==> config.mk <==
export PLATFORM = sky130hd
export DESIGN_NAME = rom_wb_fetch
export DESIGN_NICKNAME = d
export VERILOG_FILES = /design/src/rtl/rom_wb_fetch.sv
export SDC_FILE = /design/constraint.sdc
export NUM_CORES = 1
export LEC_CHECK = 0
export ABC_AREA = 1
export BUFFER_PORTS_ARGS = -buffer_cell sky130_fd_sc_hd__buf_4
export CORE_MARGIN = 3
export CORE_UTILIZATION = 30
export DETAILED_ROUTE_END_ITERATION = 10
export HOLD_SLACK_MARGIN = 0.12
export PLACE_DENSITY = 0.67
export SYNTH_ARGS = -nofsm -noshare
export SYNTH_HDL_FRONTEND = slang
export SYNTH_SLANG_ARGS = --single-unit
export TNS_END_PERCENT = 5
==> constraint.sdc <==
create_clock -name clk -period 3.4 [get_ports clk]
set_input_delay 0 -clock clk [delete_from_list [all_inputs] [get_ports clk]]
set_output_delay 0 -clock clk [all_outputs]
set_load 0.02 [all_outputs]
==> src/rtl/rom_wb_fetch.sv <==
// rom_wb_fetch: Wishbone classic read-only slave fronting a synchronous 32-bit ROM.
// Define ROM_WB_FETCH_PREFETCH_EN to enable sequential next-word prefetch.
module rom_wb_fetch #(
  parameter  int ROM_SIZE  = 1024,
  localparam int ADDR_BITS = $clog2(ROM_SIZE / 4)
) (
  input  logic                 clk,
  input  logic                 rst,
  input  logic [31:0]          wb_adr,
  input  logic                 wb_cyc,
  input  logic                 wb_stb,
  input  logic                 wb_we,
  output logic [31:0]          wb_rdt,
  output logic                 wb_ack,
  output logic [ADDR_BITS-1:0] rom_addr,
  output logic                 rom_ce,
  input  logic [31:0]          rom_data
);

  typedef enum logic [1:0] {
    IDLE,
    WAIT,
    ACK
  } state_t;

  state_t               state_q, state_d;
  logic [31:0]          rdt_q, rdt_d;
  logic                 ce;
  logic                 req;
  logic                 in_range;
  logic [ADDR_BITS-1:0] idx;
  logic                 unused_adr;

  assign req        = wb_cyc & wb_stb;
  assign idx        = wb_adr[ADDR_BITS+1:2];
  assign in_range   = (wb_adr[31:ADDR_BITS+2] == '0);
  assign unused_adr = ^wb_adr[1:0];

`ifdef ROM_WB_FETCH_PREFETCH_EN
  logic [ADDR_BITS-1:0] pf_idx_q, pf_idx_d;
  logic [ADDR_BITS-1:0] rd_idx_q, rd_idx_d;
  logic                 pf_valid_q, pf_valid_d;
  logic                 rd_rom_q, rd_rom_d;
  logic                 hit;

  assign hit = pf_valid_q & (idx == pf_idx_q);
`endif

  always_comb begin
    state_d  = state_q;
    rdt_d    = rdt_q;
    ce       = 1'b0;
    rom_addr = idx;
`ifdef ROM_WB_FETCH_PREFETCH_EN
    pf_idx_d   = pf_idx_q;
    pf_valid_d = pf_valid_q;
    rd_idx_d   = rd_idx_q;
    rd_rom_d   = rd_rom_q;
`endif
    unique case (state_q)
      IDLE: begin
        if (req) begin
          if (wb_we | ~in_range) begin
            rdt_d   = '0;
            state_d = ACK;
`ifdef ROM_WB_FETCH_PREFETCH_EN
            rd_rom_d = 1'b0;
          end else if (hit) begin
            rdt_d      = rom_data;
            pf_valid_d = 1'b0;
            rd_idx_d   = idx;
            rd_rom_d   = 1'b1;
            state_d    = ACK;
`endif
          end else begin
            ce      = 1'b1;
            state_d = WAIT;
`ifdef ROM_WB_FETCH_PREFETCH_EN
            pf_valid_d = 1'b0;
            rd_idx_d   = idx;
            rd_rom_d   = 1'b1;
`endif
          end
        end
      end
      WAIT: begin
        if (wb_cyc) begin
          rdt_d   = rom_data;
          state_d = ACK;
        end else begin
          state_d = IDLE;
`ifdef ROM_WB_FETCH_PREFETCH_EN
          pf_valid_d = 1'b0;
`endif
        end
      end
      ACK: begin
        state_d = IDLE;
`ifdef ROM_WB_FETCH_PREFETCH_EN
        // last word has no successor; prefetch does not wrap
        if (rd_rom_q) begin
          if (rd_idx_q != '1) begin
            ce         = 1'b1;
            rom_addr   = rd_idx_q + ADDR_BITS'(1);
            pf_idx_d   = rd_idx_q + ADDR_BITS'(1);
            pf_valid_d = 1'b1;
          end else begin
            pf_valid_d = 1'b0;
          end
        end
`endif
      end
      default: state_d = IDLE;
    endcase
  end

  always_ff @(posedge clk or posedge rst) begin
    if (rst) begin
      state_q <= IDLE;
      rdt_q   <= '0;
`ifdef ROM_WB_FETCH_PREFETCH_EN
      pf_idx_q   <= '0;
      pf_valid_q <= 1'b0;
      rd_idx_q   <= '0;
      rd_rom_q   <= 1'b0;
`endif
    end else begin
      state_q <= state_d;
      rdt_q   <= rdt_d;
`ifdef ROM_WB_FETCH_PREFETCH_EN
      pf_idx_q   <= pf_idx_d;
      pf_valid_q <= pf_valid_d;
      rd_idx_q   <= rd_idx_d;
      rd_rom_q   <= rd_rom_d;
`endif
    end
  end

  assign wb_ack = (state_q == ACK);
  assign wb_rdt = rdt_q;
  assign rom_ce = ce & ~rst;

endmodule
-- After elaboration in Yosys (flattened, before gate mapping)
Index checks and enable logic that the tools add are counted.
- flip-flop bits (word level): 34
- input bits: 69
- output and inout bits: 42
- word-level logic and storage cells: 27
- equal/unequal tests: 5
- bitwise gates (word level): 5
- multiplexer cells: 11
- reduce and logical (&&, ||, !) cells: 4
- operators with widths (cell ; count):
    $mux W32 ; 3
    $pmux W32 S2 ; 1
    $logic_not A22 Y1 ; 1
    $mux W2 ; 3
    $ne A2 B2 Y1 const B ; 3
    $pmux W2 S2 ; 1
    $reduce_and A4 Y1 ; 1
    $mux W1 ; 3
    $and A1 B1 Y1 ; 2
    $eq A2 B1 Y1 const B ; 1
    $eq A2 B2 Y1 const B ; 1
    $logic_not A2 Y1 ; 1
    $not A1 Y1 ; 2
    $reduce_bool A2 Y1 ; 1
    $or A1 B1 Y1 ; 1

-- Depth between registers and ports, before layout
- depth in word-level cells: 7
- depth in mapped cells: 8
- gate-level depth less buffers: 7

-- Least setup slack after synthesis
Ideal clock, no wire load.
- path kind: flip-flop to flip-flop
- start point: register state_q[0]
- end point: register rdt_q[0], in the netlist wb_rdt[0]
- required time: 3.283 ns
- setup slack: 2.159 ns
- buffers on the path: 1
- arrival: 1.124 ns
- library setup time: 0.117 ns
- stages on the path, launching flop included: 8
- clock period less this slack: 1.241 ns
- cell sequence: dfrtp_1 > nor2_2 > nand3_2 > nand2_2 > nand2_4 > buf_12 > nand2_2 > nand2_1
- longest elaborated chain between the ends: 3
- elaborated cells on any way between the ends: 8
- classes of those cells: eq/ne (4); mux (1); reduce/logical (3)
- ends and longest elaborated chain (element ; RTL line ; text):
    from (decl) ; 26 ; state_t state_q, state_d;
    from (signal assigned) ; 128 ; state_q <= state_d;
    $eq A2 B1 Y1 / $logic_not A2 Y1 (equally long branches) ; 60 ; unique case (state_q)
    $ne A2 B2 Y1 (no line) / $reduce_bool A2 Y1 (equally long branches) ; n/a ;
    $reduce_and A4 Y1 (no line) ; n/a ;
    to (signal assigned) ; 129 ; rdt_q <= rdt_d;
    to (decl) ; 27 ; logic [31:0] rdt_q, rdt_d;
Parallel ways exist; a longest one is shown, timed or not.
A chain may end at the register's enable or synchronous reset.

-- Worst setup path in the final report
- start point: register state_q[0]
- end point: register rdt_q[18], in the netlist wb_rdt[18]
The elaborated chain is that of the path after synthesis.

==> out/qor.yml <==
n_antenna_cell: 0
holdPathStages: 4
p_leak_nw: 1.78
cts_root_buf: "clkbuf_8"
hold_buffers: 44
period_needed_ps: 2110
fmax_ghz: 0.474
drt_pass1_iterations: 4
slew_headroom_pct: 23.2
track_usage_pct: 15.3
gp_congestion: 0.697
ys_ff_latch: 34
clockPowerShare_pct: 35.4
cts-resized-gates: 0
seqPwrFrac_pct: 47.6
p_per_area_nw_per_um2: 277
dp_hpwl_um: 3260
wl_per_cell_um: 12.0
fin_ws_ps: 1290
rows: 28
routed_wl_um: 5400
clock_latency_ps: 280
grt_pass1_vias: 1930
fp.dieArea_um2: 7380
avgSynthCellArea_um2: 7.69
final_cell_mix: "93 x buf_4, 45 x nor2_1, 44 x dlygate4sd3_1"
die_w_um: 85.9
layout.cells.non_filler: 449
fin_worst_skew_ps: 2.21
multi_input_area_um2: 767
initial_core_util_pct: 31.6
critical_path_required_ps: 3570
critPathMaxFanout: 33
path_clk_slew_ps: 70
setup_violations: 0
dieHeight_um: 85.9
dp_slack_ps: 1290
fin_crit_sh_pct: 62.1
power_switching_uw: 201
cts_setup_buffers: 0
synthCells: 249
final_common_cell: "buf_4"
drtAntennaViolNets: 0
pwr-share-comb_pct: 17.1
drt-initial-drc-count: 60
cts_tree: "built"
cts_buffer_depth: 2
dp_cells: 397
area_growth_pct: 60.7
grt_max_degree: 34
syn-num-nets: 318
cts_made_buffers: 5
worstSetupPathType: "flip-flop to flip-flop"
r2r_cells: 6
max_cap_violations: 0
startpoint_type: "flip-flop"
nets: 442
cts_max_level: 2
fillCellCount: 587
clock-sinks: 34
grt.overflow.total: 0
num_vias: 1967
intPower_uw: 652
antenna_found_initial: 0
io_buffers: 92
synth_cell_types: 18
core_um2: 6060
timing.setup.tns_ps: 0
grt_pass1_wl_um: 9050
ys_seq_area_share_pct: 44.4
top_level_ports: 111
crit_arrival_ps: 2280
vdd_drop_max_uv: 168
drc_errors: 0
yosysWarnings: 0
hold_violations: 0
hold_path.class: "input pin to output pin"
status: "finished, final reports clean"
rsz0062_at_grt: "false"
drive_gt1_share_pct: 36.9
avgViaCountPerCell: 4.38
crit_path_end_kind: "flip-flop"
p_sw_share_pct: 23.5
syn_area_um2: 1910
area.sequential_um2: 851
worst_pin_slew_ps: 1150
drv_slew: 0
## worst max-delay path, cell delays in order, from the launching register on
cell and delay, ps:
dfrtp_1 420, nor2_2 190, nand3_2 120, nand2_2 530, nand2_4 470, nand2_1 170, nand2_1 60
## cell families after synthesis
kind of cell           after synthesis  synth area share, %
buffers and inverters               56                 15.5
flip-flops                          34                 44.4
AND/OR/NAND/NOR                    159                 40.1
## worst paths after layout
path                       startpoint    endpoint  slack, ps
setup / recovery           state_q[0]  wb_rdt[18]       1290
hold / removal                 wb_cyc      rom_ce        400
setup reg to reg           state_q[0]  wb_rdt[18]       1290
hold reg to reg            wb_rdt[17]  wb_rdt[17]        480
max in group asynchronous         rst  wb_rdt[28]       2130
min in group asynchronous         rst  state_q[0]        560
## synth_stat cells
| master | number | area share [%] |
|---|---|---|
| inv_1 | 35 | 6.9 |
| nand3_2 | 1 | 0.52 |
| nand2_2 | 30 | 9.8 |
| nand4_4 | 1 | 1.1 |
| buf_1 | 1 | 0.20 |
| inv_2 | 1 | 0.20 |
| clkbuf_1 | 4 | 0.78 |
| nor3_1 | 1 | 0.26 |
| buf_4 | 9 | 3.5 |
| nand3_1 | 34 | 8.9 |
| nor2_2 | 2 | 0.65 |
| buf_2 | 3 | 0.78 |
| buf_12 | 3 | 3.1 |
| dfrtp_1 | 34 | 44 |
| nand2_4 | 1 | 0.59 |
| nor2_4 | 2 | 1.2 |
| nor2_1 | 45 | 8.8 |
| nand2_1 | 42 | 8.2 |
## per-stage QoR
| stage | total power [mW] | utilization, % | hold slack [ps] | cell area [µm²] |
|---|---|---|---|---|
| after floorplan | 0.473 | - | 88.7 | 1910 |
| after global placement | 0.511 | 42.0 | 0.137 | 2540 |
| after detailed placement | 0.512 | 42.0 | 0.137 | 2540 |
| after CTS | 0.867 | 50.8 | 399 | 3080 |
| after global routing | 0.904 | 50.8 | 434 | 3080 |
| final | 0.853 | 50.8 | 403 | 3080 |
## per-layer routing
metal | wire length [µm] | track usage, % | vias to the layer above
li1 | - | - | 978
met1 | 2180 | 18.4 | 911
met2 | 2830 | 27.8 | 72
met3 | 336 | 3.27 | 6
met4 | 49 | 3.60 | 0
met5 | 0 | 0 | -
## flip-flops by register name, indices dropped and copies added, names as in the netlist
name / count
wb_rdt: 32
state_q: 2
## area by class of cell
class                           instances  share of cell area, %
Timing Repair Buffer                  137                   37.0
Sequential cell                        34                   27.7
Multi-Input combinational cell        159                   24.9
Inverter                               36                   4.39
Tap cell                               75                   3.05
Clock buffer                            7                   2.81
Clock inverter                          1                  0.163
## power by group through the flow
stage	registers, mW	logic, mW	clock network (mW)
after global placement	0.413	0.0974	0
after CTS	0.405	0.145	0.317
after floorplan	0.413	0.0601	0
after detailed placement	0.413	0.0986	0
after global routing	0.405	0.160	0.339
final	0.406	0.146	0.302
No activity file was read; power rests on OpenSTA's default activity.
